**config.mk**
```make
export PLATFORM = sky130hd
export DESIGN_NAME = frame_sequencer
export DESIGN_NICKNAME = d
export VERILOG_FILES = /design/src/rtl/frame_sequencer.sv
export SDC_FILE = /design/constraint.sdc
export NUM_CORES = 1
export LEC_CHECK = 0
export ABC_AREA = 0
export CORE_ASPECT_RATIO = 0.6
export CORE_MARGIN = 4
export CORE_UTILIZATION = 35
export CTS_CLUSTER_DIAMETER = 100
export DETAILED_ROUTE_END_ITERATION = 8
export GPL_TIMING_DRIVEN = 1
export PLACE_DENSITY = 0.68
export SLEW_MARGIN = 0
export SYNTH_ARGS = -nofsm -noshare
export SYNTH_HDL_FRONTEND = slang
export SYNTH_SLANG_ARGS = --single-unit
```
**constraint.sdc**
```tcl
create_clock -name clk -period 3.8 [get_ports clk]
set_input_delay 0.76 -clock clk [delete_from_list [all_inputs] [get_ports clk]]
set_output_delay 0.76 -clock clk [all_outputs]
set_load 0.005 [all_outputs]
```
**src/rtl/frame_sequencer.sv**
```systemverilog
// frame_sequencer: walks one frame of a synchronous frame-buffer RAM column by column,
//   word by word, and drives command pulses into the SPI/column-select output stage.
// Latency: accept -> RAM read 1 cycle, -> command 3 cycles; 5 cycles of overhead per transfer.
// Backpressure: the output stage's tx_finish level is the only flow control; the
//   sequencer parks in ISSUE/WAIT_BUSY/WAIT_DONE for as long as the output stage needs.
//
// Ports:
//   clk, rst          clock; synchronous active-high reset
//   frame_start       one-cycle frame request (1-deep pending while busy)
//   frame_extra_bit   extra_bit for the frame, sampled when the request is accepted
//   rd_en / rd_addr   RAM read strobe and word address (col*WORDS_PER_COLUMN + word)
//   rd_data           RAM data one cycle after rd_en, lane c at [c*SPI_SIZE +: SPI_SIZE]
//   data_out          per-lane data held stable for the output stage
//   new_image / new_column / next_data   mutually exclusive one-cycle command pulses
//   extra_bit         latched frame_extra_bit
//   tx_finish         output stage idle level (1 = idle)
//   busy, frame_done  frame in progress / one-cycle end-of-frame pulse
//   error             one-cycle watchdog abort pulse
//
// Optional: define FRAME_SEQUENCER_WATCHDOG_EN to abort a frame when the output stage
//   stays in one wait state for TIMEOUT_CYCLES cycles. Without it, error is tied 0.
module frame_sequencer #(
  parameter int CHANNEL_NUMBER   = 3,
  parameter int SPI_SIZE         = 8,
  parameter int COLUMNS          = 16,
  parameter int WORDS_PER_COLUMN = 8,
  parameter int ADDR_WIDTH       = 7,
  parameter int TIMEOUT_CYCLES   = 1024
) (
  input  logic                               clk,
  input  logic                               rst,
  input  logic                               frame_start,
  input  logic                               frame_extra_bit,
  output logic                               rd_en,
  output logic [ADDR_WIDTH-1:0]              rd_addr,
  input  logic [CHANNEL_NUMBER*SPI_SIZE-1:0] rd_data,
  output logic [SPI_SIZE-1:0]                data_out [CHANNEL_NUMBER],
  output logic                               new_image,
  output logic                               new_column,
  output logic                               next_data,
  output logic                               extra_bit,
  input  logic                               tx_finish,
  output logic                               busy,
  output logic                               frame_done,
  output logic                               error
);

  localparam int COL_W  = (COLUMNS > 1) ? $clog2(COLUMNS) : 1;
  localparam int WORD_W = (WORDS_PER_COLUMN > 1) ? $clog2(WORDS_PER_COLUMN) : 1;

  localparam logic [2:0] IDLE      = 3'd0;
  localparam logic [2:0] FETCH     = 3'd1;
  localparam logic [2:0] LATCH     = 3'd2;
  localparam logic [2:0] ISSUE     = 3'd3;
  localparam logic [2:0] WAIT_BUSY = 3'd4;
  localparam logic [2:0] WAIT_DONE = 3'd5;
  localparam logic [2:0] ADVANCE   = 3'd6;

  logic [2:0]          r_state;
  logic [2:0]          w_state_nxt;
  logic [COL_W-1:0]    r_col;
  logic [WORD_W-1:0]   r_word;
  logic                r_pending;
  logic                r_extra;
  logic [SPI_SIZE-1:0] r_data_out [CHANNEL_NUMBER];

  logic w_accept;
  logic w_last_word;
  logic w_last_col;
  logic w_issue;
  logic w_timeout;

  assign w_last_word = (r_word == WORD_W'(WORDS_PER_COLUMN - 1));
  assign w_last_col  = (r_col == COL_W'(COLUMNS - 1));
  assign w_accept    = (r_state == IDLE) && (frame_start || r_pending);
  // The command fires in the same cycle ISSUE sees the output stage idle.
  assign w_issue     = (r_state == ISSUE) && tx_finish;

`ifdef FRAME_SEQUENCER_WATCHDOG_EN
  localparam int WD_W = $clog2(TIMEOUT_CYCLES + 1);
  logic [WD_W-1:0] r_wd_cnt;
  logic            w_waiting;

  assign w_waiting = (r_state == WAIT_BUSY) || (r_state == WAIT_DONE);
  assign w_timeout = w_waiting && (r_wd_cnt == WD_W'(TIMEOUT_CYCLES));

  // Counts cycles spent in the current wait state; any state change restarts it.
  always_ff @(posedge clk) begin
    if (rst) begin
      r_wd_cnt <= '0;
    end else if (w_waiting && (w_state_nxt == r_state)) begin
      r_wd_cnt <= r_wd_cnt + WD_W'(1);
    end else begin
      r_wd_cnt <= '0;
    end
  end
`else
  assign w_timeout = 1'b0;
`endif

  always_comb begin
    w_state_nxt = r_state;
    case (r_state)
      IDLE:      if (w_accept) w_state_nxt = FETCH;
      FETCH:     w_state_nxt = LATCH;
      LATCH:     w_state_nxt = ISSUE;
      ISSUE:     if (tx_finish) w_state_nxt = WAIT_BUSY;
      // tx_finish dropping is the output stage acknowledging the command.
      WAIT_BUSY: if (!tx_finish) w_state_nxt = WAIT_DONE;
      WAIT_DONE: if (tx_finish) w_state_nxt = ADVANCE;
      ADVANCE:   w_state_nxt = (w_last_word && w_last_col) ? IDLE : FETCH;
      default:   w_state_nxt = IDLE;
    endcase
    if (w_timeout) w_state_nxt = IDLE;
  end

  always_ff @(posedge clk) begin
    if (rst) begin
      r_state   <= IDLE;
      r_col     <= '0;
      r_word    <= '0;
      r_pending <= 1'b0;
      r_extra   <= 1'b0;
      for (int c = 0; c < CHANNEL_NUMBER; c++) r_data_out[c] <= '0;
    end else begin
      r_state <= w_state_nxt;

      // Pending request: consumed (or dropped as a duplicate) in IDLE, armed while busy,
      // discarded by a watchdog abort.
      if (r_state == IDLE || w_timeout) begin
        r_pending <= 1'b0;
      end else if (frame_start) begin
        r_pending <= 1'b1;
      end

      if (w_accept) begin
        r_extra <= frame_extra_bit;
        r_col   <= '0;
        r_word  <= '0;
      end

      if (r_state == LATCH) begin
        for (int c = 0; c < CHANNEL_NUMBER; c++) begin
          r_data_out[c] <= rd_data[c*SPI_SIZE +: SPI_SIZE];
        end
      end

      if (r_state == ADVANCE && !(w_last_word && w_last_col)) begin
        if (!w_last_word) begin
          r_word <= r_word + WORD_W'(1);
        end else begin
          r_word <= '0;
          r_col  <= r_col + COL_W'(1);
        end
      end
    end
  end

  assign rd_en      = (r_state == FETCH);
  assign rd_addr    = rd_en ? (ADDR_WIDTH'(r_col) * ADDR_WIDTH'(WORDS_PER_COLUMN) + ADDR_WIDTH'(r_word))
                            : '0;
  assign new_image  = w_issue && (r_word == '0) && (r_col == '0);
  assign new_column = w_issue && (r_word == '0) && (r_col != '0);
  assign next_data  = w_issue && (r_word != '0);
  assign extra_bit  = r_extra;
  assign busy       = (r_state != IDLE);
  assign frame_done = (r_state == ADVANCE) && w_last_word && w_last_col;
  assign error      = w_timeout;
  assign data_out   = r_data_out;

endmodule

```
# Yosys cells after proc, flatten, opt, wreduce, memory -nomap -nowiden
# Index checks and enable logic that the tools add are counted.
dict set report word_totals {
  ff_bits 36
  output_inout_bits 39
  elab_cells 57
  memories 0
  romBits 0
  input_bits 29
  mem_bits_rw 0
  latchBits 0
}
dict set report classes {
  div 0
  muxes 13
  reduce_logical 21
  multipliers 0
  n_shift 0
  n_addsub 3
  n_bitwise 0
  n_eq_ne 12
  order_cmp 0
}
# op n
set ops {}
lappend ops {{$mux W3} 7}
lappend ops {{$pmux W3 S7} 1}
lappend ops {{$eq A3 B3 Y1 const B} 4}
lappend ops {{$mux W4} 3}
lappend ops {{$logic_and A1 B1 Y1} 10}
lappend ops {{$ne A2 B2 Y1 const B} 4}
lappend ops {{$add A7 B3 Y7} 1}
lappend ops {{$mux W7} 1}
lappend ops {{$eq A3 B2 Y1 const B} 2}
lappend ops {{$logic_not A3 Y1} 2}
lappend ops {{$reduce_bool A3 Y1} 2}
lappend ops {{$add A4 B1 Y4 const B} 1}
lappend ops {{$eq A4 B4 Y1 const B} 1}
lappend ops {{$logic_not A4 Y1} 1}
lappend ops {{$reduce_and A4 Y1} 1}
lappend ops {{$reduce_bool A4 Y1} 1}
lappend ops {{$add A3 B1 Y3 const B} 1}
lappend ops {{$eq A3 B1 Y1 const B} 1}
lappend ops {{$reduce_bool A2 Y1} 1}
lappend ops {{$reduce_or A2 Y1} 1}
lappend ops {{$logic_not A1 Y1} 1}
lappend ops {{$logic_or A1 B1 Y1} 1}
lappend ops {{$mux W1} 1}

# Logic depth before layout (Yosys ltp)
# Gate-level depths: netlist (run 1).
dict set report logic_depth {
  word_depth 5
  depth_mapped 6
  mapped_depth_nobuf 5
}

# Least setup slack after synthesis (run 1)
# No wires, ideal clock.
dict set report synth_path {
  path_type {input -> output}
  from {input port tx_finish}
  to {output port new_column}
  path_slack_ps 1834
  t_arrival_ps 1206
  n_path_buf 0
  required_ps 3040
  cell_stages 3
  path_cell_list {nand4b_1 > nand3b_1 > a21oi_1}
}
dict set report synth_via {
  elab_chain_len 3
}
# item line
set synth_rtl {}
lappend synth_rtl {{start: declaration} 42} ;# input logic tx_finish,
lappend synth_rtl {{$logic_and A1 B1 Y1} 77} ;# assign w_issue = (r_state == ISSUE) && tx_finish;
lappend synth_rtl {{$logic_and A1 B1 Y1 (2 in series)} 163} ;# assign new_column = w_issue && (r_word == '0) && (r_col != '0);
lappend synth_rtl {{end: declaration} 39} ;# output logic new_column,
# No other way between the ends.

# Worst setup path in the final report (run 1)
# Same ends and word-level chain as after synthesis.

==> impl_metrics.csv, run 1 <==
group,metric,value,unit
timing,rsz0062_at_grt,"false",
cts,post_cts_buffers,0,
synth,synth_edf_count,0,
critical_path,r2r_start,"r_word[0]$_SDFFE_PP0P_",
global_route,grt_pass1_wl,6.87,mm
critical_path,crit_fanout,4,
layout,synthToLayoutAreaGrowth,47.9,%
synth,synth_top_area_frac,0.445,
timing,drv_slew,0,
synth,avgSynthCellArea,8.10,sq um
pwr,max-vdd-ir-drop,0.000212,V
place,post_dp_cell_area,2300,sq um
synth,synth_nets,234,
routing,wl_met3,302,um
routing,drc,0,
routing,drt_iter0_markers,48,
cts,h-tree-depth,2,
cts,cts_tree,"built",
global_route,grt_pass1_vias,1404,
cts,clockBufferDepth,2,
routing,wl,4.24,mm
synth,netlist_instances,200,
critical_path,reg2reg_to,"r_col[0]$_SDFF_PP0_",
floorplanning,die_w,95.8,um
cts,path_clk_slew,0.07,ns
cts,hold_buffers,0,
cts,cts.sinks,36,
timing,slew_headroom,0.487,
floorplanning,dieArea,5820,sq um
min_path,holdPathEnd,"data_out[5]$_SDFFE_PP0P_",
layout,drive_gt1_frac,0.0646,
timing,finalSetupViolCount,0,
synth,synth_area,1620,sq um
place,gp_congestion,0.791,
synth,synth_xor_area_frac,0,
critical_path,crit_type,"input pin to primary output",
layout,antenna_cells,0,
cts,cts-root-buf,"clkbuf_8",
pwr,p_leak,0.864,nW
synth,synth.mux.area_fraction,0,
min_path,min-delay-path-class,"flop to flop",
critical_path,worstPathRequired,3.04,ns
floorplanning,start_util,0.379,
layout,final_area,2400,sq um
critical_path,r2r_slack,1.99,ns
routing,via_per_inst,4.74,
critical_path,cp_data_arrival_time,2.32,ns
cts,ctsResizeCount,0,
global_route,grt_max_degree,25,
floorplanning,io_pins,68,
routing,via_count,1531,
floorplanning,std_cell_rows,18,
cts,clock_latency,0.27,ns
synth,synth_compound_area_frac,0.171,
floorplanning,core,4280,sq um
critical_path,end_kind,"primary output",
timing,hold_violations,0,
synth,synth_area_leaders,"dfxtp_1 (44%), nand2_1 (12%), a21oi_1 (9.9%)",
global_route,grt_antenna_before_repair,0,
cts,numCtsBuffers,5,
timing,finClkSkew,0.00335,ns
floorplanning,die_h,60.7,um
timing,fin_crit,3.08,ns
timing,tightestPinTransition,0.767,ns
timing,tns,0,ns
global_route,track_usage,0.157,
min_path,hp-start,"data_out[5]$_SDFFE_PP0P_",
run_status,outcome,"completed",
synth,synth_seq_area_share,0.445,
timing,period_share,0.810,
layout,nets,296,
layout,utilization,0.560,
routing,wire_per_inst,13.1,um
critical_path,startpoint_type,"input pin",
place,placement.io_buffers,66,
synth,synth_top_area_cell,"dfxtp_1",
timing,worst_slack,0.722,ns
flow_run,drv_cap,0,
place,post-place-ws,0.720,ns
synth,async_reset_ff_frac,0,
routing,ant_nets,0,
synth,ys_ff_latch,36,
synth,ys.flop_type,"dfxtp_1",
synth,ys_warn_count,0,
routing,wl_met2,1.68,mm
synth,synth_fa_ha_area_frac,0.0386,
synth,synth_top_family_by_area,"simple AND/OR/NAND/NOR gates",
min_path,worstHoldPathCells,2,
pwr,p_per_area,375,nW/um^2
routing,routed.top_layer,"met4",
synth,synth_cell_types,39,
place,hpwl,3.18,mm
synth,synth_simple_gate_area_share,0.281,
timing,fmax,0.325,GHz
critical_path,r2r_cells,5,
global_route,overflow,0,
routing,drtPass1Iterations,5,
routing,routedLengthMet1,2.21,mm
## registers in the layout (all words and copies together) (netlist names)
| register | flops |
|---|---|
| data_out | 24 |
| r_col | 4 |
| r_state | 3 |
| r_word | 3 |
| extra_bit | 1 |
| r_pending | 1 |
## where the power goes
part           switching (mW)  internal (mW)  total, mW
Sequential             0.0228          0.406      0.429
Clock                   0.130          0.145      0.275
Combinational          0.0878          0.107      0.195
Total                   0.241          0.658      0.898
## placed cells by master, fill, tap and decap left out, types with 5 or more instances in the layout
master           synthesis  routed
ha_1                     5       5
clkdlybuf4s50_1          0      66
a21oi_1                 32      32
nand2_1                 51      51
nor2_1                   6       6
clkbuf_8                 0       6
dfxtp_1                 36      36
nand2b_1                 5       5
and2_1                   7       7
inv_1                    7       7
## metrics by stage
stage	hold slack, ns	std cells	power [mW]
3_3_place_gp	0.443	315	0.632
5_1_grt	0.475	323	0.955
4_1_cts	0.455	323	0.912
3_5_place_dp	0.445	315	0.634
2_1_floorplan	0.453	200	0.529
6_report	0.454	323	0.898
## routing by layer
| layer | track usage | vias to the layer above |
|---|---|---|
| met5 | 0 | - |
| met4 | 0.0486 | 0 |
| met3 | 0.0483 | 2 |
| met2 | 0.223 | 46 |
| met1 | 0.226 | 685 |
| li1 | - | 798 |
## kinds of logic (layout without fill, tap and decap cells)
logic type,count (synthesis),after routing
AND/OR/NAND/NOR,91,91
AO/OA/AOI/OAI,46,46
flip-flops,36,36
buffers and inverters,21,84
adder cells (fa/ha/maj),5,5
other,1,1
## critical path, cell delays in order
cell             delay, ns
clkdlybuf4s50_1       0.53
nand4b_1              0.17
nand3b_1              0.22
a21oi_1               0.12
clkdlybuf4s50_1       0.51
## cell usage after synthesis, types with 2 or more instances
cell type  instances
a21oi_1           32
and2_1             7
buf_2              6
buf_4              2
clkbuf_1           5
dfxtp_1           36
ha_1               5
inv_1              7
nand2_1           51
nand2b_1           5
nand3_1            2
nand3b_1           3
nor2_1             6
nor3_1             4
o21ai_0            2
o31ai_1            2
o32ai_1            2
or4_1              2
## how the worst max path moves through the flow
stage | from | to | slack [ns]
after detailed placement | tx_finish | new_column | 0.72
after global routing | r_state[0]$_SDFFE_PP0P_ | rd_addr[6] | 0.56
final | tx_finish | new_column | 0.72
after global placement | tx_finish | new_column | 0.73
after CTS | tx_finish | new_column | 0.72
after floorplan | tx_finish | new_column | 1.83
## final cells by class
cell class	instances	area [sq um]
fill	389	1880
clock buffer	6	82.6
clock inverter	2	10.0
sequential	36	721
inverter	7	26.3
multi-input combinational	143	798
tap	60	75.1
timing repair buffer	69	683
(Power assumes the default switching activity.)
==> inputs of run 2 (changes only) <==
clock period = 3.06 ns   (was 3.8 ns; I/O delays follow)
==> run 2 against run 1 <==
  * Critical path depth is the same
  * Utilization grew 0.26 points
  * Design area is 0.47% higher
  * Worst hold slack improved by 0.00083 ns
  * Clock power increased by 27%
  * First-iteration DRC count increased by 4.2%
  * Highest routed layer unchanged
==> impl_metrics.csv, run 2 (synthesis gave the netlist of run 1 again) <==
group,metric,value,unit
routing,drt_iter0_markers,50,
pwr,p_per_area,468,nW/um^2
cts,path_clk_slew,0.06,ns
timing,period_share,0.917,
floorplanning,io_pins,68,
routing,via_per_inst,4.80,
layout,regArea,721,sq um
critical_path,worstPathRequired,2.45,ns
pwr,max-vdd-ir-drop,0.000212,V
place,placement.io_buffers,66,
min_path,hp-start,"data_out[16]$_SDFFE_PP0P_",
critical_path,startpoint_type,"input pin",
pwr,power_frac_clock,0.309,
global_route,grt_antenna_before_repair,0,
critical_path,reg2reg_to,"data_out[19]$_SDFFE_PP0P_",
layout,n_fill_cell,439,
timing,finalSetupViolCount,0,
timing,rsz0062_at_grt,"false",
floorplanning,die_w,95.8,um
critical_path,end_kind,"primary output",
timing,finClkSkew,0.00375,ns
global_route,grt_pass1_vias,1340,
critical_path,cp_data_arrival_time,2.19,ns
flow_run,drv_cap,0,
layout,largest_reg_flops,24,
cts,clock_latency,0.27,ns
place,post_dp_cell_area,2310,sq um
floorplanning,std_cell_rows,18,
timing,tightestPinTransition,0.695,ns
routing,drtPass1Iterations,4,
place,gp_congestion,0.742,
cts,h-tree-depth,2,
layout,final_area,2410,sq um
min_path,holdPathEnd,"data_out[16]$_SDFFE_PP0P_",
pwr,power.internal,0.840,mW
place,hpwl,3.15,mm
layout,nets,297,
min_path,min-delay-path-class,"flop to flop",
global_route,grt_pass1_wl,6.49,mm
routing,wire_per_inst,12.9,um
timing,slew_headroom,0.535,
cts,cts.sinks,36,
critical_path,crit_fanout,4,
floorplanning,core,4280,sq um
floorplanning,dieArea,5820,sq um
cts,cts_tree,"built",
global_route,overflow,0,
cts,post_cts_buffers,0,
layout,layout_commonest_cell,"clkdlybuf4s50_1",
routing,routedLengthMet1,2.17,mm
global_route,track_usage,0.149,
timing,fin_crit,2.81,ns
critical_path,r2r_start,"r_state[1]$_SDFFE_PP0P_",
pwr,pwr-share-comb,0.218,
routing,ant_nets,0,
timing,tns,0,ns
critical_path,r2r_cells,4,
timing,fmax,0.356,GHz
layout,mostFrequentLayoutCells,"clkdlybuf4s50_1 (66), nand2_1 (51), dfxtp_1 (36)",
pwr,p_switching,0.286,mW
routing,routed.top_layer,"met4",
run_status,outcome,"completed",
floorplanning,start_util,0.379,
timing,hold_violations,0,
pwr,sequentialPowerShare,0.473,
routing,via_count,1549,
layout,drive_gt1_frac,0.0646,
global_route,grt_max_degree,25,
floorplanning,die_h,60.7,um
cts,cts-root-buf,"clkbuf_8",
critical_path,r2r_slack,1.25,ns
pwr,p_leak,0.869,nW
layout,multi_input_area,798,sq um
cts,ctsResizeCount,0,
layout,synthToLayoutAreaGrowth,48.6,%
routing,wl_met3,312,um
cts,clockBufferDepth,2,
routing,drc,0,
pwr,power.share.switching,0.254,
timing,drv_slew,0,
critical_path,crit_type,"input pin to primary output",
layout,antenna_cells,0,
routing,wl,4.18,mm
min_path,worstHoldPathCells,2,
cts,numCtsBuffers,5,
routing,wl_met2,1.67,mm
cts,hold_buffers,0,
## run 2: per-layer routing
layer,up-vias,global-route usage
met5,-,0
met4,0,0.0364
li1,799,-
met1,706,0.209
met3,2,0.0595
met2,42,0.215
## run 2: worst max-delay path: stages
cell	delay, ns
clkdlybuf4s50_1	0.52
nand4b_1	0.19
nand3b_1	0.23
a21oi_1	0.13
clkdlybuf4s50_1	0.51
## run 2: worst max-delay path by stage
stage | cells after the start | start | end
6_report | 5 | tx_finish | new_column
5_1_grt | 5 | tx_finish | new_image
4_1_cts | 5 | tx_finish | new_column
3_5_place_dp | 5 | tx_finish | new_column
3_3_place_gp | 5 | tx_finish | new_column
2_1_floorplan | 3 | r_state[0]$_SDFFE_PP0P_ | rd_addr[0]
## run 2: per-stage QoR
step	hold WS, ns	power [mW]	utilization	setup slack (ns)	std cells
final	0.455	1.13	0.563	0.254	323
after global routing	0.476	1.20	0.563	0.200	323
after CTS	0.459	1.15	0.563	0.263	323
after detailed placement	0.449	0.792	0.540	0.265	316
after global placement	0.441	0.790	0.540	0.277	316
after floorplan	0.453	0.657	-	1.29	200
## run 2: cell type report
cell class	instances	share of cell area
Timing Repair Buffer	70	0.287
Sequential cell	36	0.299
Tap cell	60	0.0312
Inverter	7	0.0109
Multi-Input combinational cell	143	0.332
Clock buffer	7	0.0400
## run 2: power by group through the flow
stage / sequential [mW] / clock, mW / combinational (mW)
floorplan: 0.533 / 0 / 0.124
global placement: 0.542 / 0 / 0.248
detailed placement: 0.544 / 0 / 0.248
CTS: 0.533 / 0.362 / 0.250
global route: 0.539 / 0.390 / 0.272
finish: 0.533 / 0.348 / 0.245
